[config.mk]
export PLATFORM = sky130hd
export DESIGN_NAME = ra_64x72_bist_flat
export DESIGN_NICKNAME = d
export VERILOG_FILES = /design/src/rtl/ra_64x72_bist_pkg.sv /design/src/rtl/ra_64x72_bist_if.sv /design/src/rtl/ra_64x72_bist_chk.sv /design/src/rtl/ra_64x72_bist.sv /design/src/flat_wrapper.sv
export SDC_FILE = /design/constraint.sdc
export NUM_CORES = 1
export LEC_CHECK = 0
export CAP_MARGIN = 10
export CORE_ASPECT_RATIO = 1.25
export CORE_UTILIZATION = 36
export CTS_BUF_LIST = sky130_fd_sc_hd__clkbuf_16
export DETAILED_ROUTE_END_ITERATION = 7
export MAX_ROUTING_LAYER = met4
export PLACE_DENSITY = 0.82
export SETUP_SLACK_MARGIN = 0.02
export SLEW_MARGIN = 20
export SYNTH_ARGS = -nofsm -noshare
export SYNTH_HDL_FRONTEND = slang
export SYNTH_SLANG_ARGS = --single-unit
[constraint.sdc]
create_clock -name clk -period 6.4 [get_ports clk]
set_input_delay 1.92 -clock clk [delete_from_list [all_inputs] [get_ports clk]]
set_output_delay 1.92 -clock clk [all_outputs]
set_load 0.005 [all_outputs]
[src/rtl/ra_64x72_bist_pkg.sv]
// March-C- BIST for the 64x72 2R1W array wrapper.
// Shared widths, encodings and background pattern helpers.
package ra_64x72_bist_pkg;

  localparam int ADR_W = 6;
  localparam int DAT_W = 72;

  localparam logic [0:ADR_W-1] ADR_MAX = '1;
  localparam logic [0:DAT_W-1] PAT_COL = {36{2'b10}};

  typedef enum logic [1:0] {
    S_IDLE,
    S_RUN,
    S_DRAIN,
    S_DONE
  } state_e;

  typedef enum logic [2:0] {
    M0, M1, M2, M3, M4, M5
  } elem_e;

  typedef enum logic [1:0] {
    BG_ZERO,
    BG_CHECK,
    BG_COL,
    BG_ROW
  } bg_e;

  typedef struct packed {
    logic             vld;
    logic [0:ADR_W-1] adr;
    logic [0:DAT_W-1] exp;
  } chk_t;

  // adr[ADR_W-1] is the address LSB, so row-based
  // patterns alternate on every row.
  function automatic logic [0:DAT_W-1] bg_pat(
    input bg_e              sel,
    input logic [0:ADR_W-1] adr
  );
    logic [0:DAT_W-1] row;
    logic [0:DAT_W-1] pat;
    row = {DAT_W{adr[ADR_W-1]}};
    unique case (sel)
      BG_ZERO:  pat = '0;
      BG_CHECK: pat = PAT_COL ^ row;
      BG_COL:   pat = PAT_COL;
      default:  pat = row;
    endcase
    return pat;
  endfunction

  // Elements whose read expects ~D
  function automatic logic rd_inv(input elem_e e);
    return (e == M2) || (e == M4);
  endfunction

  // Elements whose write stores ~D
  function automatic logic wr_inv(input elem_e e);
    return (e == M1) || (e == M3);
  endfunction

endpackage

[src/rtl/ra_64x72_bist_if.sv]
// Array request/return bundle between BIST and wrapper.
// Master drives requests, slave returns read data.
interface ra_64x72_bist_if;
  import ra_64x72_bist_pkg::*;

  logic             rd_enb_0;
  logic [0:ADR_W-1] rd_adr_0;
  logic [0:DAT_W-1] rd_dat_0;
  logic             rd_enb_1;
  logic [0:ADR_W-1] rd_adr_1;
  logic [0:DAT_W-1] rd_dat_1;
  logic             wr_enb_0;
  logic [0:ADR_W-1] wr_adr_0;
  logic [0:DAT_W-1] wr_dat_0;

  modport master (
    output rd_enb_0, rd_adr_0,
    output rd_enb_1, rd_adr_1,
    output wr_enb_0, wr_adr_0, wr_dat_0,
    input  rd_dat_0, rd_dat_1
  );

  modport slave (
    input  rd_enb_0, rd_adr_0,
    input  rd_enb_1, rd_adr_1,
    input  wr_enb_0, wr_adr_0, wr_dat_0,
    output rd_dat_0, rd_dat_1
  );

endinterface

[src/rtl/ra_64x72_bist_chk.sv]
// Read-data checker: expected/valid delay pipe, dual
// 72-bit compare, first-fail capture, saturating count.
module ra_64x72_bist_chk
  import ra_64x72_bist_pkg::*;
#(
  parameter int RDLAT = 1
) (
  input  logic             clk,
  input  logic             reset_n,
  input  logic             clr_i,
  input  logic             vld_i,
  input  logic [0:ADR_W-1] adr_i,
  input  logic [0:DAT_W-1] exp_i,
  input  logic [0:DAT_W-1] dat0_i,
  input  logic [0:DAT_W-1] dat1_i,
  output logic             fail_o,
  output logic [0:ADR_W-1] fail_adr_o,
  output logic             fail_port_o,
  output logic [7:0]       fail_cnt_o
);

  chk_t             pipe_q [RDLAT];
  chk_t             cur;
  logic             mis0;
  logic             mis1;
  logic [8:0]       sum;
  logic             fail_q, fail_d;
  logic [0:ADR_W-1] fadr_q, fadr_d;
  logic             fprt_q, fprt_d;
  logic [7:0]       cnt_q, cnt_d;

  // Delay expected data so it lines up with read return
  always_ff @(posedge clk or negedge reset_n) begin
    if (!reset_n) begin
      for (int i = 0; i < RDLAT; i++) pipe_q[i] <= '0;
    end else begin
      pipe_q[0] <= {vld_i, adr_i, exp_i};
      for (int i = 1; i < RDLAT; i++) begin
        pipe_q[i] <= pipe_q[i-1];
      end
    end
  end

  // Compare both ports and update fail status
  always_comb begin
    cur    = pipe_q[RDLAT-1];
    mis0   = cur.vld && (dat0_i != cur.exp);
    mis1   = cur.vld && (dat1_i != cur.exp);
    sum    = {1'b0, cnt_q} + {8'd0, mis0}
           + {8'd0, mis1};
    fail_d = fail_q;
    fadr_d = fadr_q;
    fprt_d = fprt_q;
    cnt_d  = sum[8] ? 8'hFF : sum[7:0];
    if (clr_i) begin
      fail_d = 1'b0;
      fadr_d = '0;
      fprt_d = 1'b0;
      cnt_d  = '0;
    end else if (mis0 || mis1) begin
      fail_d = 1'b1;
      if (!fail_q) begin
        fadr_d = cur.adr;
        fprt_d = !mis0;
      end
    end
  end

  // Fail status registers
  always_ff @(posedge clk or negedge reset_n) begin
    if (!reset_n) begin
      fail_q <= 1'b0;
      fadr_q <= '0;
      fprt_q <= 1'b0;
      cnt_q  <= '0;
    end else begin
      fail_q <= fail_d;
      fadr_q <= fadr_d;
      fprt_q <= fprt_d;
      cnt_q  <= cnt_d;
    end
  end

  assign fail_o      = fail_q;
  assign fail_adr_o  = fadr_q;
  assign fail_port_o = fprt_q;
  assign fail_cnt_o  = cnt_q;

endmodule

[src/rtl/ra_64x72_bist.sv]
// March-C- BIST top: FSM, element/address sequencer,
// pattern generator and registered array requests.
module ra_64x72_bist
  import ra_64x72_bist_pkg::*;
#(
  // 1 = wrapper LATCHRD=0, 2 = wrapper LATCHRD=1
  parameter int RDLAT = 1
) (
  input  logic             clk,
  input  logic             reset_n,
  input  logic             start,
  input  logic [1:0]       bg_sel,
  output logic             busy,
  output logic             done,
  output logic             fail,
  output logic [0:ADR_W-1] fail_adr,
  output logic             fail_port,
  output logic [7:0]       fail_cnt,
  ra_64x72_bist_if.master  ary
);

  state_e           st_q, st_d;
  elem_e            elem_q, elem_d;
  logic [0:ADR_W-1] adr_q, adr_d;
  logic             ph_q, ph_d;
  logic [1:0]       drn_q, drn_d;
  bg_e              bg_q, bg_d;
  logic             issue;
  logic             clr;
  logic             last;
  logic [0:DAT_W-1] pat_d;
  logic [0:DAT_W-1] wdat_d;
  logic [0:DAT_W-1] exp_d;
  logic             rd_enb_q;
  logic             wr_enb_q;
  logic [0:DAT_W-1] wdat_q;
  logic [0:DAT_W-1] exp_q;

  // Sequencer state: counters always describe the op
  // currently presented on the request ports
  always_ff @(posedge clk or negedge reset_n) begin
    if (!reset_n) begin
      st_q   <= S_IDLE;
      elem_q <= M0;
      adr_q  <= '0;
      ph_q   <= 1'b0;
      drn_q  <= '0;
      bg_q   <= BG_ZERO;
    end else begin
      st_q   <= st_d;
      elem_q <= elem_d;
      adr_q  <= adr_d;
      ph_q   <= ph_d;
      drn_q  <= drn_d;
      bg_q   <= bg_d;
    end
  end

  // Next state and next op; ph=0 read, ph=1 write
  always_comb begin
    st_d   = st_q;
    elem_d = elem_q;
    adr_d  = adr_q;
    ph_d   = ph_q;
    drn_d  = drn_q;
    bg_d   = bg_q;
    issue  = 1'b0;
    clr    = 1'b0;
    last   = (elem_q == M5) && (adr_q == '0);
    unique case (st_q)
      S_RUN: begin
        if (last) begin
          st_d  = S_DRAIN;
          drn_d = '0;
        end else begin
          issue = 1'b1;
          unique case (elem_q)
            M0: begin
              if (adr_q == ADR_MAX) begin
                elem_d = M1;
                adr_d  = '0;
                ph_d   = 1'b0;
              end else begin
                adr_d = adr_q + ADR_W'(1);
              end
            end
            M1, M2: begin
              ph_d = !ph_q;
              if (ph_q) begin
                if (adr_q == ADR_MAX) begin
                  elem_d = elem_e'(elem_q + 3'd1);
                  adr_d  = (elem_q == M2) ? ADR_MAX : '0;
                end else begin
                  adr_d = adr_q + ADR_W'(1);
                end
              end
            end
            M3, M4: begin
              ph_d = !ph_q;
              if (ph_q) begin
                if (adr_q == '0) begin
                  elem_d = elem_e'(elem_q + 3'd1);
                  adr_d  = ADR_MAX;
                end else begin
                  adr_d = adr_q - ADR_W'(1);
                end
              end
            end
            default: begin
              adr_d = adr_q - ADR_W'(1);
            end
          endcase
        end
      end
      S_DRAIN: begin
        if (drn_q == 2'(RDLAT - 1)) begin
          st_d = S_DONE;
        end else begin
          drn_d = drn_q + 2'd1;
        end
      end
      default: begin
        if (start) begin
          st_d   = S_RUN;
          elem_d = M0;
          adr_d  = '0;
          ph_d   = 1'b1;
          bg_d   = bg_e'(bg_sel);
          issue  = 1'b1;
          clr    = 1'b1;
        end
      end
    endcase
    pat_d  = bg_pat(bg_d, adr_d);
    wdat_d = pat_d ^ {DAT_W{wr_inv(elem_d)}};
    exp_d  = pat_d ^ {DAT_W{rd_inv(elem_d)}};
  end

  // Registered request enables and data
  always_ff @(posedge clk or negedge reset_n) begin
    if (!reset_n) begin
      rd_enb_q <= 1'b0;
      wr_enb_q <= 1'b0;
      wdat_q   <= '0;
      exp_q    <= '0;
    end else begin
      rd_enb_q <= issue && !ph_d;
      wr_enb_q <= issue && ph_d;
      if (issue && ph_d) wdat_q <= wdat_d;
      if (issue && !ph_d) exp_q <= exp_d;
    end
  end

  assign ary.rd_enb_0 = rd_enb_q;
  assign ary.rd_enb_1 = rd_enb_q;
  assign ary.rd_adr_0 = adr_q;
  assign ary.rd_adr_1 = adr_q;
  assign ary.wr_enb_0 = wr_enb_q;
  assign ary.wr_adr_0 = adr_q;
  assign ary.wr_dat_0 = wdat_q;

  assign busy = (st_q == S_RUN) || (st_q == S_DRAIN);
  assign done = (st_q == S_DONE);

  ra_64x72_bist_chk #(
    .RDLAT (RDLAT)
  ) u_chk (
    .clk         (clk),
    .reset_n     (reset_n),
    .clr_i       (clr),
    .vld_i       (rd_enb_q),
    .adr_i       (adr_q),
    .exp_i       (exp_q),
    .dat0_i      (ary.rd_dat_0),
    .dat1_i      (ary.rd_dat_1),
    .fail_o      (fail),
    .fail_adr_o  (fail_adr),
    .fail_port_o (fail_port),
    .fail_cnt_o  (fail_cnt)
  );

endmodule

[src/flat_wrapper.sv]
// flat-port wrapper written by rule: the top's interface ports become plain ports
module ra_64x72_bist_flat import ra_64x72_bist_pkg::*;
#(
                                                 
  parameter int RDLAT = 1
)
  (clk, reset_n, start, bg_sel, busy, done, fail, fail_adr, fail_port, fail_cnt, ary_rd_enb_0, ary_rd_adr_0, ary_rd_enb_1, ary_rd_adr_1, ary_wr_enb_0, ary_wr_adr_0, ary_wr_dat_0, ary_rd_dat_0, ary_rd_dat_1);
  ra_64x72_bist_if ary_i ();
  input  logic clk;
  input  logic reset_n;
  input  logic start;
  input  logic [1:0] bg_sel;
  output logic busy;
  output logic done;
  output logic fail;
  output logic [0:ADR_W-1] fail_adr;
  output logic fail_port;
  output logic [7:0] fail_cnt;
  output wire logic [$bits(ary_i.rd_enb_0)-1:0] ary_rd_enb_0;
  output wire logic [$bits(ary_i.rd_adr_0)-1:0] ary_rd_adr_0;
  output wire logic [$bits(ary_i.rd_enb_1)-1:0] ary_rd_enb_1;
  output wire logic [$bits(ary_i.rd_adr_1)-1:0] ary_rd_adr_1;
  output wire logic [$bits(ary_i.wr_enb_0)-1:0] ary_wr_enb_0;
  output wire logic [$bits(ary_i.wr_adr_0)-1:0] ary_wr_adr_0;
  output wire logic [$bits(ary_i.wr_dat_0)-1:0] ary_wr_dat_0;
  input wire logic [$bits(ary_i.rd_dat_0)-1:0] ary_rd_dat_0;
  input wire logic [$bits(ary_i.rd_dat_1)-1:0] ary_rd_dat_1;
  assign ary_rd_enb_0 = ary_i.rd_enb_0;
  assign ary_rd_adr_0 = ary_i.rd_adr_0;
  assign ary_rd_enb_1 = ary_i.rd_enb_1;
  assign ary_rd_adr_1 = ary_i.rd_adr_1;
  assign ary_wr_enb_0 = ary_i.wr_enb_0;
  assign ary_wr_adr_0 = ary_i.wr_adr_0;
  assign ary_wr_dat_0 = ary_i.wr_dat_0;
  assign ary_i.rd_dat_0 = ary_rd_dat_0;
  assign ary_i.rd_dat_1 = ary_rd_dat_1;
  ra_64x72_bist #(.RDLAT(RDLAT)) u_core (.clk(clk), .reset_n(reset_n), .start(start), .bg_sel(bg_sel), .busy(busy), .done(done), .fail(fail), .fail_adr(fail_adr), .fail_port(fail_port), .fail_cnt(fail_cnt), .ary(ary_i));
endmodule
==> summary by stage <==
Run status
The run finished with clean final reports.

Critical path
In this run the critical register-to-register path is launched from u_core.u_chk.cur[70]. The largest fanout on the critical path is 6. STA puts the critical path data required time at 6540 ps. The critical path data arrival time is approximately 5400 ps. The type of element capturing the critical path is a register.

The startpoint of the worst setup timing path is ary_rd_dat_0[4]. The element type at the critical path start is an input pin. The critical setup path kind is input pin to register.

Routing
For this run, design rule violations remaining after detail routing come to 0. The detailed-routed wire length on met3 is around 1.3 mm. The via density per instance is 5.33. The top layer used by detailed routing is met4. After the first detailed-routing iteration, the DRC count stood at approximately 170. The wire length the detailed router placed on met1 is around 5.6 mm. The final layout contains routed wiring with a total length of 15.1 mm. The met2 wirelength from detailed routing is 7.74 mm. The average wire per standard cell is about 17 um. The via count of the routed design is roughly 4.6k. The remaining antenna violation count after routing is 0.

The first detailed-routing pass ran for 7 iterations.

Logic synthesis
The combined area of all synthesized cells is ~0.0043 mm2. The number of distinct library cells after synthesis is 68. The library cell with the largest summed area after synthesis is sky130_fd_sc_hd__dfrtp_1. The flop and latch count out of synthesis is between 40 and 50.

The commonest cells after synthesis are sky130_fd_sc_hd__buf_4, sky130_fd_sc_hd__dfrtp_1, sky130_fd_sc_hd__nand2_1. The number of warning messages in the yosys log is 0. The synthesized design devotes to its leading area cell type a little over a quarter of total area.

Yosys attributes the largest share of cell area to sky130_fd_sc_hd__dfrtp_1, sky130_fd_sc_hd__buf_4, sky130_fd_sc_hd__nand3_1. The most common cell in the synthesized netlist is sky130_fd_sc_hd__buf_4. The gate count of the mapped netlist is 540.

The leading register cell type out of synthesis is sky130_fd_sc_hd__dfrtp_1. In this run, synthesis inferred 0 flip-flops with an integrated enable. The sequential cell area fraction in the yosys report is between 20% and 30%. Synthesis produced a netlist with a net count of 704. The average instance in the mapped netlist occupies 7.96 um2. The post-synthesis async set-or-reset flop share is between 90% and 100%.

Floorplan
The floorplan step set the die height to approximately 120 um. 260 I/O pins were placed. The die span in x is ~100 um. The initial cell density of the core is 37.0%. The floorplan step defined a die boundary enclosing between 0.01 and 0.015 mm2. The floorplan has 44 rows.

The placeable core region is 0.0116 mm2.

Clock tree
The number of hold buffers added after CTS was 0. After clock tree synthesis, the setup repair step added 0 buffers. The clock tree from TritonCTS is built. The clock edge transition at the registers on the reported setup and hold paths is 60 ps. Counting the buffers created by CTS gives 5. In this run the number of H-tree levels came out at 2. The number of sinks handled by clock tree synthesis is 47. In this run the deepest clock path goes through 2 buffers. Post-CTS repair changed the size of 0 cells. The worst-skew pair later-pin latency is between 200 and 300 ps. The tree is rooted in a sky130_fd_sc_hd__clkbuf_16.

Cells and area
The fraction of final layout cells with drive strength greater than 1 is under 10%. The layout overhead on the synthesized area is 52.2%. The layout net count is slightly below 900.

The multi-input gate area in the final layout is around 0.0024 mm2. The final-layout fill cell count is roughly 1.0k. The footprint of the flip-flops and latches is between 0.001 and 0.0015 mm2.

GRT
The initial antenna violation count is 2. The pin count of the biggest net entering global routing is 48. The global-route wire length before repair is roughly 22 mm. The via count of the first global-routing pass is 4,458. The total global-route track usage is 23.7%.

The total grt overflow is 0.

STA
The final number of setup-violating endpoints is 0. The count of pins over their slew limit is 0. The hold violation total from the final report came to 0. Setup repair after global routing left no endpoint under its margin. Of the available clock period, the critical path in the final layout requires 82.6%.

The worst pin sits at a relative slew slack of 35.4%. The maximum frequency from static timing analysis is between 150 and 200 MHz. Final hold analysis gives a worst-case slack of slightly below 400 ps. The clock skew is about 10 ps. The total negative setup slack is 0 ps.

For the pin with the worst max-slew slack, the measured transition is 968 ps. The clock period minus worst slack is ~5300 ps.

Flow run
The max-capacitance violation count is 0.

Placed design
The congestion estimate from routability-driven global placement came to approximately 0.96. Port buffering added 259 buffers. The half-perimeter wire length of the detailed placement result is between 10 and 15 mm.

Worst hold path
The worst hold path belongs to the class register to register. The start point of the worst min-delay path is u_core.exp_q[1].

Power
The worst-case vdd ir drop is about 0.27 mV. Summed over all cells, the static leakage comes to between 2 and 3 nW. In this run the power density over the cells is around 290 mW/mm2.
## final cells by class
class                      instances  area share [%]
antenna                            2          0.0765
inverter                          21            1.20
tap                              161            3.08
clock buffer                       5            1.91
sequential                        47            18.0
timing repair buffer             259            39.6
clock inverter                     3           0.249
multi-input combinational        374            35.9
## registers in the layout, summed over array words and instances, names as in the netlist, 3 cells and up
register	flops
u_core.u_chk.cur	9
u_core.u_chk.fail_adr_o	6
u_core.ary.rd_adr_0	6
u_core.elem_q	3
u_core.u_chk.fail_cnt_o	8
## where the power goes
group	switching [mW]	internal, mW	leakage, nW
clock network	0.107	0.143	0.0726
logic	0.457	0.685	1.87
registers	0.139	0.358	0.630
total	0.702	1.19	2.58
## routing by layer
layer,vias up,GRT usage (%)
met5,-,-
met4,0,9.47
met3,30,5.56
met2,172,44.0
met1,2216,24.1
li1,2231,-
## kinds of logic after synthesis
logic type,after synthesis,synth area share [%]
AOI/OAI and AO/OA,108,17.0
xor gates and xnor gates,13,2.97
buffers and inverters,119,17.9
muxes,6,1.54
DFF,47,27.4
adders and majority gates,15,4.54
and+or+nand+nor,232,28.6
## worst paths after layout
check / slack [ps] / depth (start not counted) / to
max: 1120 / 12 / u_core.u_chk.fail_cnt_o[1]
min: 390 / 0 / u_core.u_chk.cur[70]
max reg2reg: 2570 / 11 / u_core.u_chk.fail_cnt_o[1]
min reg2reg: 390 / 0 / u_core.u_chk.cur[70]
max in group asynchronous: 4350 / 1 / u_core.u_chk.fail_adr_o[4]
min in group asynchronous: 1630 / 1 / u_core.elem_q[1]
## through the flow
step | util (%) | std cells | power (mW) | worst slack [ps] | instance area, um2
5_1_grt | 56.3 | 872 | 2.04 | 879 | 6550
2_1_floorplan | - | 540 | 1.20 | 1590 | 4300
3_3_place_gp | 55.1 | 862 | 1.62 | 962 | 6400
6_report | 56.3 | 872 | 1.89 | 1120 | 6550
4_1_cts | 56.3 | 870 | 1.90 | 1090 | 6540
3_5_place_dp | 55.1 | 862 | 1.65 | 810 | 6400
## cells in the final DEF, fill, tap and decap left out, types with 3 or more instances in the layout
| master | instances |
|---|---|
| sky130_fd_sc_hd__and3_1 | 10 |
| sky130_fd_sc_hd__xnor2_1 | 6 |
| sky130_fd_sc_hd__a21oi_1 | 20 |
| sky130_fd_sc_hd__o21ai_0 | 23 |
| sky130_fd_sc_hd__xor2_1 | 6 |
| sky130_fd_sc_hd__mux2i_1 | 4 |
| sky130_fd_sc_hd__or4_1 | 7 |
| sky130_fd_sc_hd__clkdlybuf4s50_1 | 258 |
| sky130_fd_sc_hd__inv_1 | 21 |
| sky130_fd_sc_hd__ha_1 | 14 |
| sky130_fd_sc_hd__or3_1 | 4 |
| sky130_fd_sc_hd__nand4_1 | 19 |
| sky130_fd_sc_hd__o31ai_1 | 5 |
| sky130_fd_sc_hd__nand3_1 | 43 |
| sky130_fd_sc_hd__dfrtp_1 | 47 |
| sky130_fd_sc_hd__nor4_1 | 20 |
| sky130_fd_sc_hd__clkbuf_16 | 5 |
| sky130_fd_sc_hd__nand2_1 | 46 |
| sky130_fd_sc_hd__nand2b_1 | 4 |
| sky130_fd_sc_hd__nor3_1 | 32 |
| sky130_fd_sc_hd__a31oi_1 | 17 |
| sky130_fd_sc_hd__o22ai_1 | 3 |
| sky130_fd_sc_hd__and2_1 | 4 |
| sky130_fd_sc_hd__a21o_1 | 3 |
| sky130_fd_sc_hd__nor2_1 | 28 |
| sky130_fd_sc_hd__a21bo_2 | 6 |
## worst max-delay path, stage by stage
cell                              delay (ps)
sky130_fd_sc_hd__clkdlybuf4s50_1         420
sky130_fd_sc_hd__or4_1                   530
sky130_fd_sc_hd__nor4_1                  260
sky130_fd_sc_hd__a41oi_1                  70
sky130_fd_sc_hd__or4_1                   570
sky130_fd_sc_hd__o31ai_2                 310
sky130_fd_sc_hd__inv_1                   120
sky130_fd_sc_hd__fa_1                    450
sky130_fd_sc_hd__ha_1                    250
sky130_fd_sc_hd__and3_1                  200
sky130_fd_sc_hd__nand3_1                 210
sky130_fd_sc_hd__a21oi_1                 110
(Power assumes the default switching activity.)
